[src/rtl/spi_sram_responder.sv]
// SPI SRAM-style responder (23LC-like READ/WRITE/RDMR/WRMR subset).
// SPI pins are oversampled on i_clk and bridged to a simple byte memory port.
module spi_sram_responder #(
    parameter int          ADDR_W   = 16,
    parameter logic [7:0]  MODE_REG = 8'h40
) (
    input  logic              i_clk,
    input  logic              i_rst,
    input  logic              i_spi_clk,
    input  logic              i_spi_cs_n,
    input  logic              i_spi_mosi,
    output logic              o_spi_miso,
    output logic              o_spi_miso_oe,
    output logic [ADDR_W-1:0] o_mem_adr,
    output logic [7:0]        o_mem_dat,
    output logic              o_mem_we,
    output logic              o_mem_re,
    input  logic [7:0]        i_mem_rdt,
    output logic              o_busy
);

    typedef enum logic [2:0] {
        S_IDLE,
        S_CMD,
        S_ADDR,
        S_WR,
        S_RD,
        S_RDMR,
        S_IGNORE
    } state_t;

    logic [2:0]        sclk_q;
    logic [2:0]        cs_q;
    logic [1:0]        mosi_q;

    state_t            state_q;
    logic [3:0]        cnt_q;
    logic [7:0]        rx_q;
    logic [15:0]       adr_sh_q;
    logic [ADDR_W-1:0] addr_q;
    logic              is_wr_q;
    logic [7:0]        tx_q;
    logic [7:0]        pf_q;
    logic [2:0]        rcnt_q;
    logic [2:0]        fcnt_q;
    logic              use_pf_q;
    logic              first_q;
    logic              cap_q;
    logic              miso_q;
    logic              oe_q;
    logic [ADDR_W-1:0] mem_adr_q;
    logic [7:0]        mem_dat_q;
    logic              we_q;
    logic              re_q;

    logic              sclk_rise;
    logic              sclk_fall;
    logic              cs_fall;
    logic              cs_rise;
    logic [7:0]        rx_d;
    logic [15:0]       adr_sh_d;
    logic [ADDR_W-1:0] addr_inc_d;

    always_ff @(posedge i_clk) begin
        if (i_rst) begin
            sclk_q <= 3'b000;
            cs_q   <= 3'b111;
            mosi_q <= 2'b00;
        end else begin
            sclk_q <= {sclk_q[1:0], i_spi_clk};
            cs_q   <= {cs_q[1:0], i_spi_cs_n};
            mosi_q <= {mosi_q[0], i_spi_mosi};
        end
    end

    // SCLK edges only count while the synchronised chip select is low
    assign sclk_rise  = sclk_q[1] & ~sclk_q[2] & ~cs_q[1];
    assign sclk_fall  = ~sclk_q[1] & sclk_q[2] & ~cs_q[1];
    assign cs_fall    = ~cs_q[1] & cs_q[2];
    assign cs_rise    = cs_q[1] & ~cs_q[2];
    assign rx_d       = {rx_q[6:0], mosi_q[1]};
    assign adr_sh_d   = {adr_sh_q[14:0], mosi_q[1]};
    assign addr_inc_d = addr_q + {{(ADDR_W-1){1'b0}}, 1'b1};

    always_ff @(posedge i_clk) begin
        if (i_rst) begin
            state_q   <= S_IDLE;
            cnt_q     <= '0;
            rx_q      <= '0;
            adr_sh_q  <= '0;
            addr_q    <= '0;
            is_wr_q   <= 1'b0;
            tx_q      <= '0;
            pf_q      <= '0;
            rcnt_q    <= '0;
            fcnt_q    <= '0;
            use_pf_q  <= 1'b0;
            first_q   <= 1'b0;
            cap_q     <= 1'b0;
            miso_q    <= 1'b0;
            oe_q      <= 1'b0;
            mem_adr_q <= '0;
            mem_dat_q <= '0;
            we_q      <= 1'b0;
            re_q      <= 1'b0;
        end else begin
            we_q  <= 1'b0;
            re_q  <= 1'b0;
            cap_q <= re_q;

            // Read data returns two cycles after the strobe
            if (cap_q) begin
                if (first_q) begin
                    tx_q    <= i_mem_rdt;
                    first_q <= 1'b0;
                end else begin
                    pf_q <= i_mem_rdt;
                end
            end

            if (state_q != S_IDLE && cs_rise) begin
                state_q <= S_IDLE;
                oe_q    <= 1'b0;
                miso_q  <= 1'b0;
                cap_q   <= 1'b0;
                first_q <= 1'b0;
                cnt_q   <= '0;
            end else begin
                unique case (state_q)
                    S_IDLE: begin
                        if (cs_fall) begin
                            state_q <= S_CMD;
                            cnt_q   <= '0;
                        end
                    end
                    S_CMD: begin
                        if (sclk_rise) begin
                            rx_q  <= rx_d;
                            cnt_q <= cnt_q + 4'd1;
                            if (cnt_q == 4'd7) begin
                                cnt_q <= '0;
                                case (rx_d)
                                    8'h03: begin
                                        state_q <= S_ADDR;
                                        is_wr_q <= 1'b0;
                                    end
                                    8'h02: begin
                                        state_q <= S_ADDR;
                                        is_wr_q <= 1'b1;
                                    end
                                    8'h05: begin
                                        state_q <= S_RDMR;
                                        tx_q    <= MODE_REG;
                                        oe_q    <= 1'b1;
                                    end
                                    8'h01:   state_q <= S_IGNORE;
                                    default: state_q <= S_IGNORE;
                                endcase
                            end
                        end
                    end
                    S_ADDR: begin
                        if (sclk_rise) begin
                            adr_sh_q <= adr_sh_d;
                            cnt_q    <= cnt_q + 4'd1;
                            if (cnt_q == 4'd15) begin
                                cnt_q  <= '0;
                                addr_q <= adr_sh_d[ADDR_W-1:0];
                                if (is_wr_q) begin
                                    state_q <= S_WR;
                                end else begin
                                    state_q   <= S_RD;
                                    re_q      <= 1'b1;
                                    mem_adr_q <= adr_sh_d[ADDR_W-1:0];
                                    first_q   <= 1'b1;
                                    oe_q      <= 1'b1;
                                    rcnt_q    <= '0;
                                    fcnt_q    <= '0;
                                    use_pf_q  <= 1'b0;
                                end
                            end
                        end
                    end
                    S_WR: begin
                        if (sclk_rise) begin
                            rx_q  <= rx_d;
                            cnt_q <= cnt_q + 4'd1;
                            if (cnt_q == 4'd7) begin
                                cnt_q     <= '0;
                                we_q      <= 1'b1;
                                mem_adr_q <= addr_q;
                                mem_dat_q <= rx_d;
                                addr_q    <= addr_inc_d;
                            end
                        end
                    end
                    S_RD: begin
                        if (sclk_rise) begin
                            rcnt_q <= rcnt_q + 3'd1;
                            // Prefetch the next byte while bit 7 goes out
                            if (rcnt_q == 3'd0) begin
                                addr_q    <= addr_inc_d;
                                mem_adr_q <= addr_inc_d;
                                re_q      <= 1'b1;
                            end
                        end
                        if (sclk_fall) begin
                            fcnt_q <= fcnt_q + 3'd1;
                            if (fcnt_q == 3'd0 && use_pf_q) begin
                                miso_q <= pf_q[7];
                                tx_q   <= {pf_q[6:0], 1'b0};
                            end else begin
                                miso_q <= tx_q[7];
                                tx_q   <= {tx_q[6:0], 1'b0};
                            end
                            if (fcnt_q == 3'd7) begin
                                use_pf_q <= 1'b1;
                            end
                        end
                    end
                    S_RDMR: begin
                        if (sclk_fall) begin
                            miso_q <= tx_q[7];
                            tx_q   <= {tx_q[6:0], tx_q[7]};
                        end
                    end
                    S_IGNORE: begin
                        oe_q <= 1'b0;
                    end
                    default: state_q <= S_IDLE;
                endcase
            end
        end
    end

    assign o_spi_miso    = miso_q & oe_q;
    assign o_spi_miso_oe = oe_q;
    assign o_mem_adr     = mem_adr_q;
    assign o_mem_dat     = mem_dat_q;
    assign o_mem_we      = we_q;
    assign o_mem_re      = re_q;
    assign o_busy        = (state_q != S_IDLE);

endmodule
[config.mk]
export PLATFORM = sky130hd
export DESIGN_NAME = spi_sram_responder
export DESIGN_NICKNAME = d
export VERILOG_FILES = /design/src/rtl/spi_sram_responder.sv
export SDC_FILE = /design/constraint.sdc
export NUM_CORES = 1
export LEC_CHECK = 0
export BUFFER_PORTS_ARGS = -buffer_cell sky130_fd_sc_hd__buf_2
export CAP_MARGIN = 0
export CORE_AREA = 2 2 114 116
export CTS_BUF_LIST = sky130_fd_sc_hd__clkbuf_8
export DETAILED_ROUTE_END_ITERATION = 12
export DIE_AREA = 0 0 116 118
export PLACE_DENSITY = 0.71
export SKIP_LAST_GASP = 1
export SYNTH_ARGS = -nofsm -noshare
export SYNTH_HDL_FRONTEND = slang
export SYNTH_SLANG_ARGS = --single-unit
[constraint.sdc]
create_clock -name i_clk -period 2.05 [get_ports i_clk]
set_input_delay 0.615 -clock i_clk [delete_from_list [all_inputs] [get_ports i_clk]]
set_output_delay 0.615 -clock i_clk [all_outputs]
set_load 0.02 [all_outputs]
### Word level (Yosys, flattened, before mapping)

Index checks and enable logic that the tools add are counted.

* flip-flop bits (word level): 107
* bits in latches: 0
* bits in writable memories: 0
* bits in read-only memories: 0
* output and inout port bits: 29
* memories kept: 0

* add/subtract/negate cells: 4
* multiply operators: 0
* divide/modulo/power cells: 0
* $lt $le $gt $ge: 0
* equal/unequal tests: 27
* shift-type cells: 0
* muxes and demuxes: 74
* bitwise operators: 16
* reductions and logical operators: 31

Operators by type and width (count)
* two-way mux 16 bit: 11
* case mux 16 bit (3 select lines): 2
* two-way mux 8 bit: 9
* two-way mux 3 bit: 11
* != test 2 bit, second input constant: 14
* two-way mux 1 bit: 25
* case mux 8 bit (3 select lines): 1
* two-way mux 4 bit: 5
* case mux 3 bit (2 select lines): 3
* AND reduction 6 bit: 3
* adder 16 x 1 -> 16 bit, second input constant: 1
* equality test 8 x 2 -> 1 bit, second input constant: 2
* AND reduction 7 bit: 2
* equality test 3 bit, second input constant: 4
* case mux 3 bit (4 select lines): 1
* case mux 4 bit (3 select lines): 1
* nonzero test 3 bit: 4
* logical NOT 3 bit: 3
* inverter 1 bit: 9
* AND reduction 3 bit: 3
* AND reduction 9 bit: 1
* equality test 8 x 3 -> 1 bit, second input constant: 1
* case mux 1 bit (2 select lines): 4
* AND reduction 4 bit: 2
* 16 further kinds: 30

### Logic depth before layout (Yosys ltp)

* depth after elaboration: 7
* gate-level depth with buffers: 9
* mapped depth without buffers: 7

### Worst setup path before layout

OpenSTA, ideal clock, no wires.

* path type: register to register
* start point: register state_q[0]
* end point: register cnt_q[2]
* library setup time: 0.071 ns
* arrival time: 1.878 ns
* data required time: 1.979 ns
* setup slack: 0.102 ns
* cell stages (with the launch flop): 8
* buffers on the path: 2
* cells stage by stage: dfxtp_1 -> buf_2 -> or2_2 -> buf_2 -> mux2_2 -> nand2_1 -> or4b_2 -> a21oi_1

* word-level cells in the longest chain between the ends: 4
* elaborated cells on any way between the ends: 14

RTL lines
* start: declaration: RTL line 36 `state_t state_q;`
* start signal: assignment: RTL line 87 `state_q <= S_IDLE;`
* start signal: assignment: RTL line 122 `state_q <= S_IDLE;`
* start signal: assignment: RTL line 132 `state_q <= S_CMD;`
* equality test 3 x 2 -> 1 bit or equality test 3 x 1 -> 1 bit (tied branches): RTL line 129 `unique case (state_q)`
* OR reduction 2 bit (no line)
* != test 2 x 1 -> 1 bit (no line) or nonzero test 3 bit (tied branches)
* AND reduction 4 bit (no line)
* end signal: assignment: RTL line 139 `cnt_q <= cnt_q + 4'd1;`
* end signal: assignment: RTL line 165 `cnt_q <= cnt_q + 4'd1;`
* end signal: assignment: RTL line 187 `cnt_q <= cnt_q + 4'd1;`
* end: declaration: RTL line 37 `logic [3:0] cnt_q;`

Parallel ways exist; a longest one is shown, timed or not.
A chain may end at the register's enable or synchronous reset.

### Final worst setup path

* start point: register state_q[1]
* end point: register addr_q[6]

* word-level cells in the longest chain between the ends: 4
* elaborated cells on any way between the ends: 15

RTL lines
* parallel branches: the longest is 4 deep, another holds AND reduction 8 bit
* end signal: assignment: RTL line 168 `addr_q <= adr_sh_d[ADDR_W-1:0];`
* end signal: assignment: RTL line 193 `addr_q <= addr_inc_d;`
* end signal: assignment: RTL line 202 `addr_q <= addr_inc_d;`
* end: declaration: RTL line 40 `logic [ADDR_W-1:0] addr_q;`

Several ways; the timed one is not identified.

==> flow_summary.toml <==
[global_routing]
gr-total-overflow = 0
grt_use_met2 = 0.3681
grt_max_degree = 83
grt_pass1_vias = 5054
grt_util_all_layers = 0.2260
use_met1 = 0.2971
grt_busiest_layer = "met2"
grt_pass1_wl_um = 24830
grt_antenna_before_repair = 0
use_met3 = 0.04222

[worst_setup_path]
crit_end = "addr_q[6]$_SDFFE_PP0P_"
rrSetupSlack_ns = 0.009
critPathKind = "flop to flop"
worstReg2RegEnd = "addr_q[6]$_SDFFE_PP0P_"
arrival_ns = 2.32
crit_fanout = 10
crit_start = "state_q[1]$_SDFFE_PP0P_"
cp-start-kind = "flop"
cp_data_required_time_ns = 2.33
end_kind = "flop"
reg2reg_from = "state_q[1]$_SDFFE_PP0P_"
reg2reg_depth = 7

[synth]
synth_fp_nets = 683
syn_avg_cell_area_sq_um = 8.322
synth_edf_count = 0
syn_area_sq_um = 5518
synth_flop_cell = "dfxtp_1"
syn_inst = 663
synthDistinctLibCells = 80
ys_seq_area_frac = 0.3882
async_reset_ff_frac = 0
ys_warn_count = 0
ys_seq_elements = 107

[route]
drc = 0
vias = 5333
detail-route-antenna-nets = 0
dr.pass1.iters = 5
wirelength_um = 15560
wl_per_cell_um = 16.84
drtIter0Drc = 379
routed_via_density = 5.772

[clocking]
cts_num_sinks = 107
insertion_delay_ns = 0.40
h-tree-depth = 3
clockRootBuffer = "clkbuf_8"
cts_tree = "done"
cts_buffers = 9
clock_path_buffers = 2
hold_buffers = 0
path_clk_slew_ns = 0.11

[floorplan]
rows = 41
start_util = 0.4445
fp.dieW_um = 116
io_pins = 42
die_h_um = 118
dieArea_sq_um = 13690
core_area_sq_um = 12410

[final_layout]
final_util = 0.5392
diodes = 0
syn_to_final_growth_pct = 21.32
stdcell_area_sq_um = 6694
drive_gt1_frac = 0.2500
layout.nets = 767
layout_common_cells = "dfxtp_1 (103), nand2_1 (78), buf_4 (76), nor2_1 (74), a21oi_1 (53)"
final_common_cell = "dfxtp_1"

[placement]
dp_hpwl_um = 10690
placed_area_sq_um = 6289
pre_cts_ws_ns = -0.02718
gp_congestion = 0.9128
port_buffers = 41

[sta]
worstMarginPinSlew_ns = 0.5252
fmax_mhz = 489.9
rsz0062_at_grt = "yes"
final_max_slew_viol_count = 0
timing.hold.ws_ns = 0.3949
clock_skew_ns = 0.01146
final-hold-violation-count = 0
fin_crit_ns = 2.041
period_share = 0.9957
slew_headroom = 0.6486
setup_violations = 0
fin_ws_ns = 0.008816

[power_and_ir_drop]
p_per_area_nw_per_um2 = 753.0
max-vdd-ir-drop_uv = 570.8
leakage_nw = 2.556

[run_status]
status = "completed"

[job]
max_cap_violations = 0

[min_path]
min-delay-path-class = "primary input to flop"
## flip-flops by register name, indices dropped and copies added, names as in the netlist, 2 cells and up
| register | cells |
|---|---|
| addr_q | 16 |
| o_mem_adr | 16 |
| adr_sh_q | 15 |
| o_mem_dat | 8 |
| pf_q | 8 |
| tx_q | 8 |
| rx_q | 7 |
| cnt_q | 4 |
| cs_q | 3 |
| fcnt_q | 3 |
| rcnt_q | 3 |
| sclk_q | 3 |
| state_q | 3 |
| mosi_q | 2 |
## routing by layer
| metal | share of wire | routed length [um] |
|---|---|---|
| met1 | 0.45 | 6961 |
| met2 | 0.48 | 7532 |
| met3 | 0.050 | 776 |
| met4 | 0.019 | 289 |
| met5 | 0 | 0 |
## timing repair
item | 4_1_cts | 5_1_grt
cloned | 0 | 2
setup buffers | 1 | 6
setup endpoints to repair | 29 | 37
pin swaps | 1 | 6
resized for setup | 6 | 29
## worst max-delay path, stage by stage (launching register included)
cell	delay [ns]
dfxtp_2	0.35
buf_6	0.12
or3_4	0.37
a22oi_4	0.27
nand2_4	0.13
buf_12	0.16
o311ai_0	0.37
o31ai_1	0.13
## through the flow
stage               instances  power, mW  setup TNS, ns
floorplan                 663      3.177              0
global placement          900      3.631        -0.2901
detailed placement        900      3.645        -0.1006
CTS                       916      4.932       -0.04578
global route              924      5.281        -0.3983
finish                    924      5.041              0
## synth_stat cells, types with 8 or more instances
| cell type | count | share of area |
|---|---|---|
| nor2b_1 | 12 | 0.014 |
| o31ai_1 | 11 | 0.015 |
| nor3_1 | 9 | 0.0082 |
| a21oi_1 | 55 | 0.050 |
| nor2_1 | 74 | 0.050 |
| dfxtp_1 | 107 | 0.39 |
| buf_2 | 16 | 0.015 |
| nand3_1 | 23 | 0.021 |
| a221oi_1 | 10 | 0.016 |
| inv_1 | 14 | 0.0095 |
| a22oi_1 | 15 | 0.020 |
| o311ai_0 | 8 | 0.013 |
| nand2_1 | 79 | 0.054 |
| mux2i_1 | 27 | 0.049 |
| clkbuf_1 | 26 | 0.018 |
| a211oi_1 | 14 | 0.019 |
| o21ai_0 | 20 | 0.018 |
## layout make-up
class / count / area (sq um)
fill: 1188 / 5720
clock inverter: 7 / 63.81
timing repair buffer: 122 / 864.6
multi-input combinational: 493 / 3227
sequential: 107 / 2147
clock buffer: 9 / 123.9
tap: 172 / 215.2
inverter: 14 / 52.55
## worst min-delay path by stage
stage | start | endpoint | slack [ns] | depth (start not counted)
2_1_floorplan | cs_q[0]$_SDFF_PP1_ | cs_q[1]$_SDFF_PP1_ | 0.39 | 1
4_1_cts | i_spi_cs_n | cs_q[0]$_SDFF_PP1_ | 0.37 | 2
3_3_place_gp | cs_q[0]$_SDFF_PP1_ | cs_q[1]$_SDFF_PP1_ | 0.39 | 1
5_1_grt | i_spi_cs_n | cs_q[0]$_SDFF_PP1_ | 0.40 | 2
3_5_place_dp | cs_q[0]$_SDFF_PP1_ | cs_q[1]$_SDFF_PP1_ | 0.41 | 1
6_report | i_spi_cs_n | cs_q[0]$_SDFF_PP1_ | 0.39 | 2
## power by group
part,switching (mW),internal [mW],total [mW]
combinational,0.919,0.586,1.50
clock,0.817,0.474,1.29
sequential,0.0728,2.17,2.25
## cells by family after synthesis
logic type      synth area share
buf+inv                  0.05487
xor+xnor                 0.01587
simple gates              0.2397
mux                      0.05306
fa+ha+maj                0.01587
flops                     0.3882
compound gates            0.2324
Power figures use the tool's default switching activity.
